## config.mk

```make
export PLATFORM = sky130hd
export DESIGN_NAME = gf2_mult_ds
export DESIGN_NICKNAME = d
export VERILOG_FILES = /design/src/rtl/gf2_mult_ds.sv
export SDC_FILE = /design/constraint.sdc
export NUM_CORES = 1
export LEC_CHECK = 0
export ABC_AREA = 1
export CAP_MARGIN = 20
export CELL_PAD_IN_SITES_DETAIL_PLACEMENT = 0
export CELL_PAD_IN_SITES_GLOBAL_PLACEMENT = 2
export CORE_MARGIN = 2
export CORE_UTILIZATION = 30
export DETAILED_ROUTE_END_ITERATION = 10
export PLACE_DENSITY = 0.84
export SETUP_SLACK_MARGIN = 0.5
export SLEW_MARGIN = 20
export SYNTH_ARGS = -nofsm -noshare
export SYNTH_HDL_FRONTEND = slang
export SYNTH_SLANG_ARGS = --single-unit
```

## constraint.sdc

```tcl
create_clock -name clk -period 1.5 [get_ports clk]
set_input_delay 0.225 -clock clk [delete_from_list [all_inputs] [get_ports clk]]
set_output_delay 0.225 -clock clk [all_outputs]
set_load 0.1 [all_outputs]
```

## src/rtl/gf2_mult_ds.sv

```systemverilog
// Digit-serial carry-less (GF(2)) multiplier: DIGIT bits of b per cycle,
// full 2*WIDTH-bit unreduced product, valid/ready on both sides.
module gf2_mult_ds #(
  parameter int WIDTH = 20,
  parameter int DIGIT = 4
) (
  input  logic               clk,
  input  logic               rst_n,
  input  logic               in_valid,
  output logic               in_ready,
  input  logic [WIDTH-1:0]   a,
  input  logic [WIDTH-1:0]   b,
  output logic               out_valid,
  input  logic               out_ready,
  output logic [2*WIDTH-1:0] d
);

  localparam int NDIG = WIDTH / DIGIT;
  localparam int CW   = (NDIG > 1) ? $clog2(NDIG) : 1;
  localparam int PW   = 2 * WIDTH;

  if (WIDTH % DIGIT != 0) begin : g_bad_digit
    $error("gf2_mult_ds: WIDTH must be a multiple of DIGIT");
  end

  typedef enum logic [1:0] {
    IDLE,
    RUN,
    DONE
  } state_t;

  state_t            state_q, state_d;
  logic [CW-1:0]     cnt_q, cnt_d;
  logic [PW-1:0]     a_q, a_d;
  logic [WIDTH-1:0]  b_q, b_d;
  logic [PW-1:0]     acc_q, acc_d;
  logic [PW-1:0]     d_q, d_d;
  logic              ov_q, ov_d;
  logic [PW-1:0]     pp;
  logic              last;

  // a_q is pre-shifted by the digit weight and b_q consumed LSB-first,
  // so the partial product needs no variable-distance shifter.
  always_comb begin
    pp = '0;
    for (int j = 0; j < DIGIT; j++) begin
      if (b_q[j]) pp = pp ^ (a_q << j);
    end
  end

  assign last = (cnt_q == CW'(NDIG - 1));

  always_comb begin
    state_d = state_q;
    cnt_d   = cnt_q;
    a_d     = a_q;
    b_d     = b_q;
    acc_d   = acc_q;
    d_d     = d_q;
    ov_d    = ov_q;
    unique case (state_q)
      IDLE: begin
        if (in_valid) begin
          a_d     = {{WIDTH{1'b0}}, a};
          b_d     = b;
          acc_d   = '0;
          cnt_d   = '0;
          state_d = RUN;
        end
      end
      RUN: begin
        acc_d = acc_q ^ pp;
        a_d   = a_q << DIGIT;
        b_d   = b_q >> DIGIT;
        cnt_d = cnt_q + 1'b1;
        if (last) begin
          d_d     = acc_q ^ pp;
          ov_d    = 1'b1;
          state_d = DONE;
        end
      end
      DONE: begin
        if (out_ready) begin
          ov_d    = 1'b0;
          state_d = IDLE;
        end
      end
      default: state_d = IDLE;
    endcase
  end

  always_ff @(posedge clk) begin
    if (!rst_n) begin
      state_q <= IDLE;
      cnt_q   <= '0;
      a_q     <= '0;
      b_q     <= '0;
      acc_q   <= '0;
      d_q     <= '0;
      ov_q    <= 1'b0;
    end else begin
      state_q <= state_d;
      cnt_q   <= cnt_d;
      a_q     <= a_d;
      b_q     <= b_d;
      acc_q   <= acc_d;
      d_q     <= d_d;
      ov_q    <= ov_d;
    end
  end

  assign in_ready  = rst_n & (state_q == IDLE);
  assign out_valid = ov_q;
  assign d         = d_q;

endmodule

```

=== Yosys cells after proc, flatten, opt, wreduce, memory -nomap -nowiden ===
Cells that the tools add are included.

* Add/subtract/negate cells: 1
* Eq/ne operators: 6
* Mux-type cells: 19
* Bitwise operators: 5
* Reductions and logical operators: 7

{| class="wikitable"
|+ Operators by type and width
! cell !! count
|-
| 40-bit 2-to-1 mux || 6
|-
| 40-bit case mux with 2 select lines || 2
|-
| 40-bit XOR || 4
|-
| 20-bit case mux with 2 select lines || 1
|-
| 20-bit 2-to-1 mux || 1
|-
| 2-bit 2-to-1 mux || 3
|-
| 2-bit != test (second input constant) || 3
|-
| 2-bit case mux with 3 select lines || 1
|-
| 3-bit case mux with 2 select lines || 1
|-
| 3-bit AND reduction || 2
|-
| 2-bit AND reduction || 2
|-
| 2-bit nonzero test || 2
|-
| 3-bit by 1-bit adder with 3-bit output (second input constant) || 1
|-
| 3-bit equality test (second input constant) || 1
|-
| 3-bit 2-to-1 mux || 1
|-
| 2-bit by 1-bit equality test with 1-bit output (second input constant) || 1
|-
| 2-bit equality test (second input constant) || 1
|-
| 2-bit logical NOT || 1
|-
| 1-bit 2-to-1 mux || 2
|-
| 1-bit case mux with 2 select lines || 1
|-
| 1-bit AND || 1
|}

* Bits in registers: 146
* Bits of input ports: 44
* Output and inout bits: 42
* Word-level logic and storage cells: 45

=== Depth between registers and ports, before layout ===
Gate-level depths: netlist of the first run.

* Depth after elaboration: 9
* Gate-level depth with buffers: 12
* Gate-level depth less buffers: 10

=== Least setup slack after synthesis of the first run ===
No wires, ideal clock.

* Path kind: input to output
* From: input port rst_n
* To: output port in_ready
* Arrival time: 2964 ps
* Required time: 1275 ps
* Setup slack: -1689 ps
* Cell stages on the path: 5
* Buffers on the path: 3
* Cells stage by stage: clkbuf_1 -> inv_1 -> clkbuf_1 -> clkbuf_1 -> nor3_1

* Word-level cells in the longest chain between the ends: 1

{| class="wikitable"
|+ Ends and longest elaborated chain
! element !! line !! source
|-
| start: declaration || 8 || <nowiki>input logic rst_n,</nowiki>
|-
| 1-bit AND || 112 || <nowiki>assign in_ready = rst_n & (state_q == IDLE);</nowiki>
|-
| end: declaration || 10 || <nowiki>output logic in_ready,</nowiki>
|}

No other way between the ends.

=== Final worst setup path of the first run ===
* From: register b_q[0]
* To: register d_q[3] (netlist: d[3])

* Word-level cells in the longest chain between the ends: 8

{| class="wikitable"
|+ Ends and longest elaborated chain
! element !! line !! source
|-
| start: declaration || 35 || <nowiki>logic [WIDTH-1:0] b_q, b_d;</nowiki>
|-
| start signal: assignment || 97 || <nowiki>b_q <= '0;</nowiki>
|-
| start signal: assignment || 105 || <nowiki>b_q <= b_d;</nowiki>
|-
| 40-bit 2-to-1 mux * || 47 || <nowiki>if (b_q[j]) pp = pp ^ (a_q << j);</nowiki>
|-
| 40-bit XOR || 47 ||
|-
| 40-bit 2-to-1 mux * || 47 ||
|-
| 40-bit XOR || 47 ||
|-
| 40-bit 2-to-1 mux * || 47 ||
|-
| 40-bit XOR || 47 ||
|-
| 40-bit 2-to-1 mux * || 47 ||
|-
| 40-bit XOR * || 77 || <nowiki>d_d = acc_q ^ pp;</nowiki>
|-
| end signal: assignment || 99 || <nowiki>d_q <= '0;</nowiki>
|-
| end signal: assignment || 107 || <nowiki>d_q <= d_d;</nowiki>
|-
| end: declaration || 37 || <nowiki>logic [PW-1:0] d_q, d_d;</nowiki>
|}

Every way passes the cells marked *; elsewhere a longest branch is shown, timed or not.
A chain may end at the register's enable or synchronous reset.

==> impl_metrics.json, run 1 <==
{
  "cts_tree": "built",
  "power.density_nw_per_um2": 690.6,
  "clock_latency_ns": 0.46,
  "cp_slowest_stage_delay_ns": 0.43,
  "hold_slack_ns": 0.3250,
  "hold_end": "a_q[0]",
  "synth_xor_area_frac": 0.03808,
  "cts_root_buf": "clkbuf_16",
  "cp_max_fo": 6,
  "fin_skew_ns": 0.01223,
  "start_kind": "register",
  "ys.warnings.count": 0,
  "final_cell_mix": "592 x nand2_1, 161 x nand2_2, 110 x inv_1, 107 x nand3_2, 86 x nor2_1",
  "crit_chain": "buf_12 -> clkbuf_16 -> nand2_8 -> nand2_1 -> nand2_2 -> nand2_1 -> nand3_2 -> nand2_2 -> nand2_2 -> nand2_1 -> inv_1",
  "gp_congestion": 0.7324,
  "crit_cells": 11,
  "grt_overflow": 0,
  "grt_pass1_wl_um": 48970,
  "setup_tns_ns": 0,
  "power.share.clock": 0.367,
  "placement.io_buffers": 85,
  "synthCells": 1726,
  "setup_violations": 0,
  "via_per_inst": 4.777,
  "fp.coreArea_um2": 31640,
  "yosys.area.top_type_share": 0.3178,
  "yosysSeqAreaShare": 0.3026,
  "period_share": 0.9963,
  "intPower_w": 0.007660,
  "synth_area_leaders": "nand2_1 32%, dfxtp_1 30%, nand3_1 9.7%",
  "clock-sinks": 146,
  "outcome": "complete, no violations",
  "drive_gt1_frac": 0.4324,
  "cp.arrival_ns": 1.84,
  "tightestPinTransition_ns": 0.3815,
  "start_util": 0.3054,
  "cp_top_family": "simple AND/OR/NAND/NOR gates",
  "irDropWorstVdd_mv": 0.7522,
  "rr_endpoint": "d[3]",
  "drc_errors": 0,
  "syn_area_per_cell_um2": 5.597,
  "cp.required_ns": 1.85,
  "wl_per_cell_um": 15.22,
  "syn_nets": 1772,
  "ioPinCount": 86,
  "vias": 11077,
  "period_needed_ns": 1.494,
  "die_w_um": 183.5,
  "hold_viol_final": 0,
  "drtPass1Iterations": 5,
  "r2r_cells": 11,
  "grt_use_total": 0.1819,
  "synth_area_um2": 9661,
  "synth_top_area_cell": "nand2_1",
  "antenna_left": 0,
  "dp.final_hpwl_um": 19590,
  "num_antenna_cells": 0,
  "holdCritPathClass": "input pin to register",
  "synth_cell_types": 21,
  "synthSimpleGateAreaFrac": 0.4545,
  "rr_startpoint": "b_q[0]",
  "nets": 1950,
  "synthMuxAreaShare": 0,
  "cts_made_buffers": 17,
  "p_seq_frac": 0.366,
  "fmax_ghz": 0.6691,
  "switching_share": 0.3331,
  "final_common_cell": "nand2_1",
  "place_area_um2": 12580,
  "crit_path_end_kind": "register",
  "p_sw_w": 0.003827,
  "cp_slowest_cell": "dfxtp_4",
  "critPathKind": "register to register",
  "synth_top_family_by_area": "simple AND/OR/NAND/NOR gates",
  "ff2ff_setup_slack_ns": 0.006,
  "synthAdderAreaFrac": 0.002590,
  "cap_violations": 0,
  "clock_path_buffers": 2,
  "rsz0062_at_grt": "yes",
  "routed_wirelength_um": 35300,
  "finalInstanceArea_um2": 16630,
  "grt_max_degree": 34,
  "cts_hold_buf": 0,
  "report.final.slew_viol_count": 0,
  "p_leak_nw": 7.873,
  "placementRows": 65,
  "combPwrFrac": 0.266,
  "dieArea_um2": 33650,
  "synth_compound_area_frac": 0.08445,
  "crit_buf_inv": 3,
  "area_growth_pct": 72.17,
  "synth_seq_cells": 146,
  "critPathLaunch": "b_q[0]",
  "drt_iter0_drc": 494,
  "grt_pass1_vias": 9714,
  "path_clk_slew_ns": 0.07,
  "grt_antenna_before_repair": 0,
  "ctsHtreeMaxLevel": 4,
  "dieHeight_um": 183.5,
  "hold_start": "a[0]",
  "maxSlewHeadroom": 0.7453,
  "hold_depth": 3
}
[repair_timing]
item / CTS / global route
cloned: 12 / 31
pin swaps: 10 / 175
endpoints found under the setup margin: 188 / 188
setup buffers: 8 / 50
hold endpoints to repair: 0 / 0
resized for setup: 56 / 484
[layout make-up]
cell class	instances	area [um^2]
Clock inverter	15	126.4
Fill cell	3008	15000
Timing Repair inverter	2	32.53
Clock buffer	17	425.4
Inverter	163	664.4
Multi-Input combinational cell	1306	7821
Timing Repair Buffer	268	4035
Tap cell	402	503.0
Sequential cell	146	3024
[metrics by stage]
stage	power (W)	util	cells	setup slack (ns)
after floorplan	0.005455	-	1726	-0.1965
after global placement	0.006049	0.3976	2186	-0.1705
after detailed placement	0.006063	0.3976	2186	-0.1741
after CTS	0.01061	0.4343	2238	0.03144
after global routing	0.01194	0.5257	2319	-0.08979
final	0.01149	0.5257	2319	0.005541
[synth_stat cells]
cell      number
buf_4          4
dfxtp_1      146
nor3_4         1
nand3_1      187
xnor2_1       41
clkbuf_1      30
ha_1           2
buf_2         76
xor2_1         1
buf_1          1
inv_1        161
o21ai_0       17
a31oi_1        1
o21ai_1        2
a21oi_1      124
nor3_1         1
nand2_1      818
inv_2          2
o22ai_1       15
or2_2          1
nor2_1        95
[worst reg2reg max path: stages (launching register included)]
cell       delay [ns]
dfxtp_4          0.43
buf_12           0.14
clkbuf_16        0.19
nand2_8          0.07
nand2_1          0.09
nand2_2          0.07
nand2_1          0.08
nand3_2          0.11
nand2_2          0.10
nand2_2          0.04
nand2_1          0.05
inv_1            0.04
[power by group through the flow]
stage               registers, W  clock network, W  logic (W)
finish                   0.00421           0.00422    0.00306
global route             0.00423           0.00447    0.00324
CTS                      0.00417           0.00432    0.00212
detailed placement       0.00424                 0    0.00182
global placement         0.00424                 0    0.00181
floorplan                0.00413                 0    0.00133
[worst max path at each step]
stage,endpoint,slack (ns)
2_1_floorplan,in_ready,-0.20
3_3_place_gp,acc_q[27],-0.17
3_5_place_dp,acc_q[21],-0.17
4_1_cts,acc_q[23],0.03
5_1_grt,d[22],-0.09
6_report,d[3],0.006
[state kept, by name (all words and copies together) (netlist names)]
name / flops
a_q: 40
acc_q: 40
d: 40
b_q: 20
cnt_q: 3
state_q: 2
out_valid: 1
[logic make-up (layout without fill, tap and decap cells)]
logic type	after synthesis	in the layout
simple gates	1103	1103
compound gates	159	159
flops	146	146
xor+xnor	42	42
fa+ha+maj	2	2
buf+inv	274	465
[routing by layer]
layer / global-route usage / wire (um) / vias up / part of all wire
li1: - / - / 5703 / -
met1: 0.2331 / 16060 / 5178 / 0.45
met2: 0.3147 / 17670 / 162 / 0.50
met3: 0.02853 / 965 / 34 / 0.027
met4: 0.05312 / 600 / 0 / 0.017
met5: 0 / 0 / - / 0
(Power assumes the default switching activity.)
==> inputs of run 2 (changes only) <==
--- a/config.mk
+++ b/config.mk
@@ -9,10 +9,9 @@
 export CAP_MARGIN = 20
 export CELL_PAD_IN_SITES_DETAIL_PLACEMENT = 0
 export CELL_PAD_IN_SITES_GLOBAL_PLACEMENT = 2
-export CORE_MARGIN = 2
-export CORE_UTILIZATION = 30
+export CORE_UTILIZATION = 25
 export DETAILED_ROUTE_END_ITERATION = 10
-export PLACE_DENSITY = 0.84
+export PLACE_DENSITY = 0.73
 export SETUP_SLACK_MARGIN = 0.5
 export SLEW_MARGIN = 20
 export SYNTH_ARGS = -nofsm -noshare
==> impl_metrics.json, run 2 (synthesized netlist as in run 1, its figures left out) <==
{
  "outcome": "complete, but fails checks",
  "violations": "negative setup slack",
  "crit_buf_inv": 4,
  "grt_pass1_wl_um": 57750,
  "met1_usage": 0.2360,
  "p_leak_nw": 8.720,
  "irDropWorstVdd_mv": 0.8244,
  "grt_max_degree": 39,
  "antenna_left": 0,
  "ff2ff_setup_slack_ns": -0.06,
  "switching_share": 0.3342,
  "drt_iter0_drc": 456,
  "drive_gt1_frac": 0.4802,
  "cts_made_buffers": 17,
  "gr-usage-met3": 0.02899,
  "fillCellCount": 3659,
  "finalInstanceArea_um2": 18350,
  "final_cell_mix": "565 x nand2_1, 138 x nand3_2, 135 x nand2_2, 132 x inv_1, 99 x nand2_4",
  "hold_viol_final": 0,
  "cp_top_family": "buffers and inverters",
  "ctsHtreeMaxLevel": 4,
  "multi_input_area_um2": 8761,
  "dieArea_um2": 39430,
  "intPower_w": 0.008328,
  "holdCritPathClass": "input pin to register",
  "ioPinCount": 86,
  "critPathLaunch": "b_q[3]",
  "cts_tree": "built",
  "rr_startpoint": "b_q[3]",
  "globalRouteMet2Util": 0.3331,
  "clock_path_buffers": 2,
  "grt_antenna_before_repair": 0,
  "setup_violations": 22,
  "crit_path_end_kind": "register",
  "drc_errors": 0,
  "start_kind": "register",
  "rsz0062_at_grt": "yes",
  "grt_busiest_layer": "met2",
  "via_per_inst": 4.607,
  "r2r_cells": 10,
  "cp_slowest_stage_delay_ns": 0.41,
  "clock_latency_ns": 0.46,
  "placementRows": 71,
  "nets": 1974,
  "place_inst": 2306,
  "cts_root_buf": "clkbuf_16",
  "grt_use_total": 0.1898,
  "gp_congestion": 0.7300,
  "drtPass1Iterations": 5,
  "period_share": 1.037,
  "seq_area_um2": 3019,
  "cap_violations": 0,
  "critPathKind": "register to register",
  "grt_overflow": 0,
  "p_sw_w": 0.004179,
  "start_util": 0.2553,
  "p_seq_frac": 0.336,
  "setup_tns_ns": -0.4476,
  "path_clk_slew_ns": 0.08,
  "fin_skew_ns": 0.01982,
  "rr_endpoint": "acc_q[28]",
  "wl_per_cell_um": 15.53,
  "placement.io_buffers": 85,
  "place_area_um2": 12790,
  "final_common_cell": "nand2_1",
  "fin_ws_ns": -0.05527,
  "area_growth_pct": 89.99,
  "hold_end": "b_q[18]",
  "crit_chain": "buf_8 -> buf_12 -> buf_12 -> nand2_8 -> xnor2_4 -> nand2_2 -> nand3_2 -> buf_6 -> nand3_2 -> a21oi_2",
  "dp_slack_ns": -0.1020,
  "die_w_um": 198.6,
  "combPwrFrac": 0.291,
  "power.share.clock": 0.373,
  "routed_wirelength_um": 38080,
  "dieHeight_um": 198.6,
  "hold_depth": 3,
  "power_w": 0.01251,
  "tightestPinTransition_ns": 0.4412,
  "clock-sinks": 146,
  "maxSlewHeadroom": 0.7055,
  "fp.coreArea_um2": 37840,
  "num_antenna_cells": 0,
  "cp_max_fo": 6,
  "grt_pass1_vias": 10922,
  "cp.required_ns": 1.90,
  "hold_start": "b[18]",
  "cp.arrival_ns": 1.95,
  "vias": 11296,
  "dp.final_hpwl_um": 20700,
  "power.density_nw_per_um2": 681.4,
  "report.final.slew_viol_count": 0,
  "cp_slowest_cell": "dfxtp_4",
  "period_needed_ns": 1.555,
  "fin_cells": 2452,
  "fmax_ghz": 0.6430
}
-- run 2: cell count changes in the layout (fill, tap and decap cells not counted), sizes merged --
cell           change
buf               +43
bufbuf             -1
bufinv             +2
clkbuf            -18
clkdlybuf4s50      +1
clkinv             -1
clkinvlp           -2
dlygate4sd2        -1
inv                +1
-- run 2: per-layer routing --
| layer | wire (um) | share of wire |
|---|---|---|
| met1 | 16990 | 0.45 |
| met2 | 19340 | 0.51 |
| met3 | 916 | 0.024 |
| met4 | 837 | 0.022 |
| met5 | 0 | 0 |
-- run 2: power groups by stage --
stage	logic [W]	registers [W]	clock network, W
after floorplan	0.00133	0.00413	0
after global placement	0.00182	0.00424	0
after detailed placement	0.00183	0.00424	0
after CTS	0.00310	0.00416	0.00480
after global routing	0.00383	0.00423	0.00495
final	0.00364	0.00421	0.00466
-- run 2: worst max path at each step --
stage,to,slack (ns),cells past startpoint
5_1_grt,d[15],-0.14,12
6_report,acc_q[28],-0.06,10
3_5_place_dp,a_q[23],-0.10,8
3_3_place_gp,a_q[23],-0.09,8
4_1_cts,in_ready,-0.02,3
2_1_floorplan,in_ready,-0.20,5
-- run 2: repair_timing --
item                                    in CTS  in global routing
hold buffers                                 0                  0
endpoints found under the setup margin     188                188
pin swaps                                  161                239
setup buffers                               54                 15
gates cloned                                37                  8
resized for setup                          358                394
-- run 2: worst reg2reg max path, cell delays in order, from the launching register on --
cell and delay (ns):
dfxtp_4 0.41, buf_8 0.13, buf_12 0.11, buf_12 0.15, nand2_8 0.07, xnor2_4 0.19
nand2_2 0.07, nand3_2 0.09, buf_6 0.10, nand3_2 0.06, a21oi_2 0.12
-- run 2: metrics by stage --
step                utilization  hold WS, ns
floorplan                     -       0.3740
global placement         0.3379       0.4386
detailed placement       0.3379       0.4388
CTS                      0.4320       0.3079
global route             0.4850       0.3348
finish                   0.4850       0.3324
-- run 2: layout make-up --
type                            count  share of cell area
Clock buffer                       17             0.02318
Clock inverter                     15             0.01029
Inverter                          163             0.03695
Multi-Input combinational cell   1306              0.4773
Sequential cell                   146              0.1645
Tap cell                          511             0.03484
Timing Repair Buffer              292              0.2511
Timing Repair inverter              2            0.001772
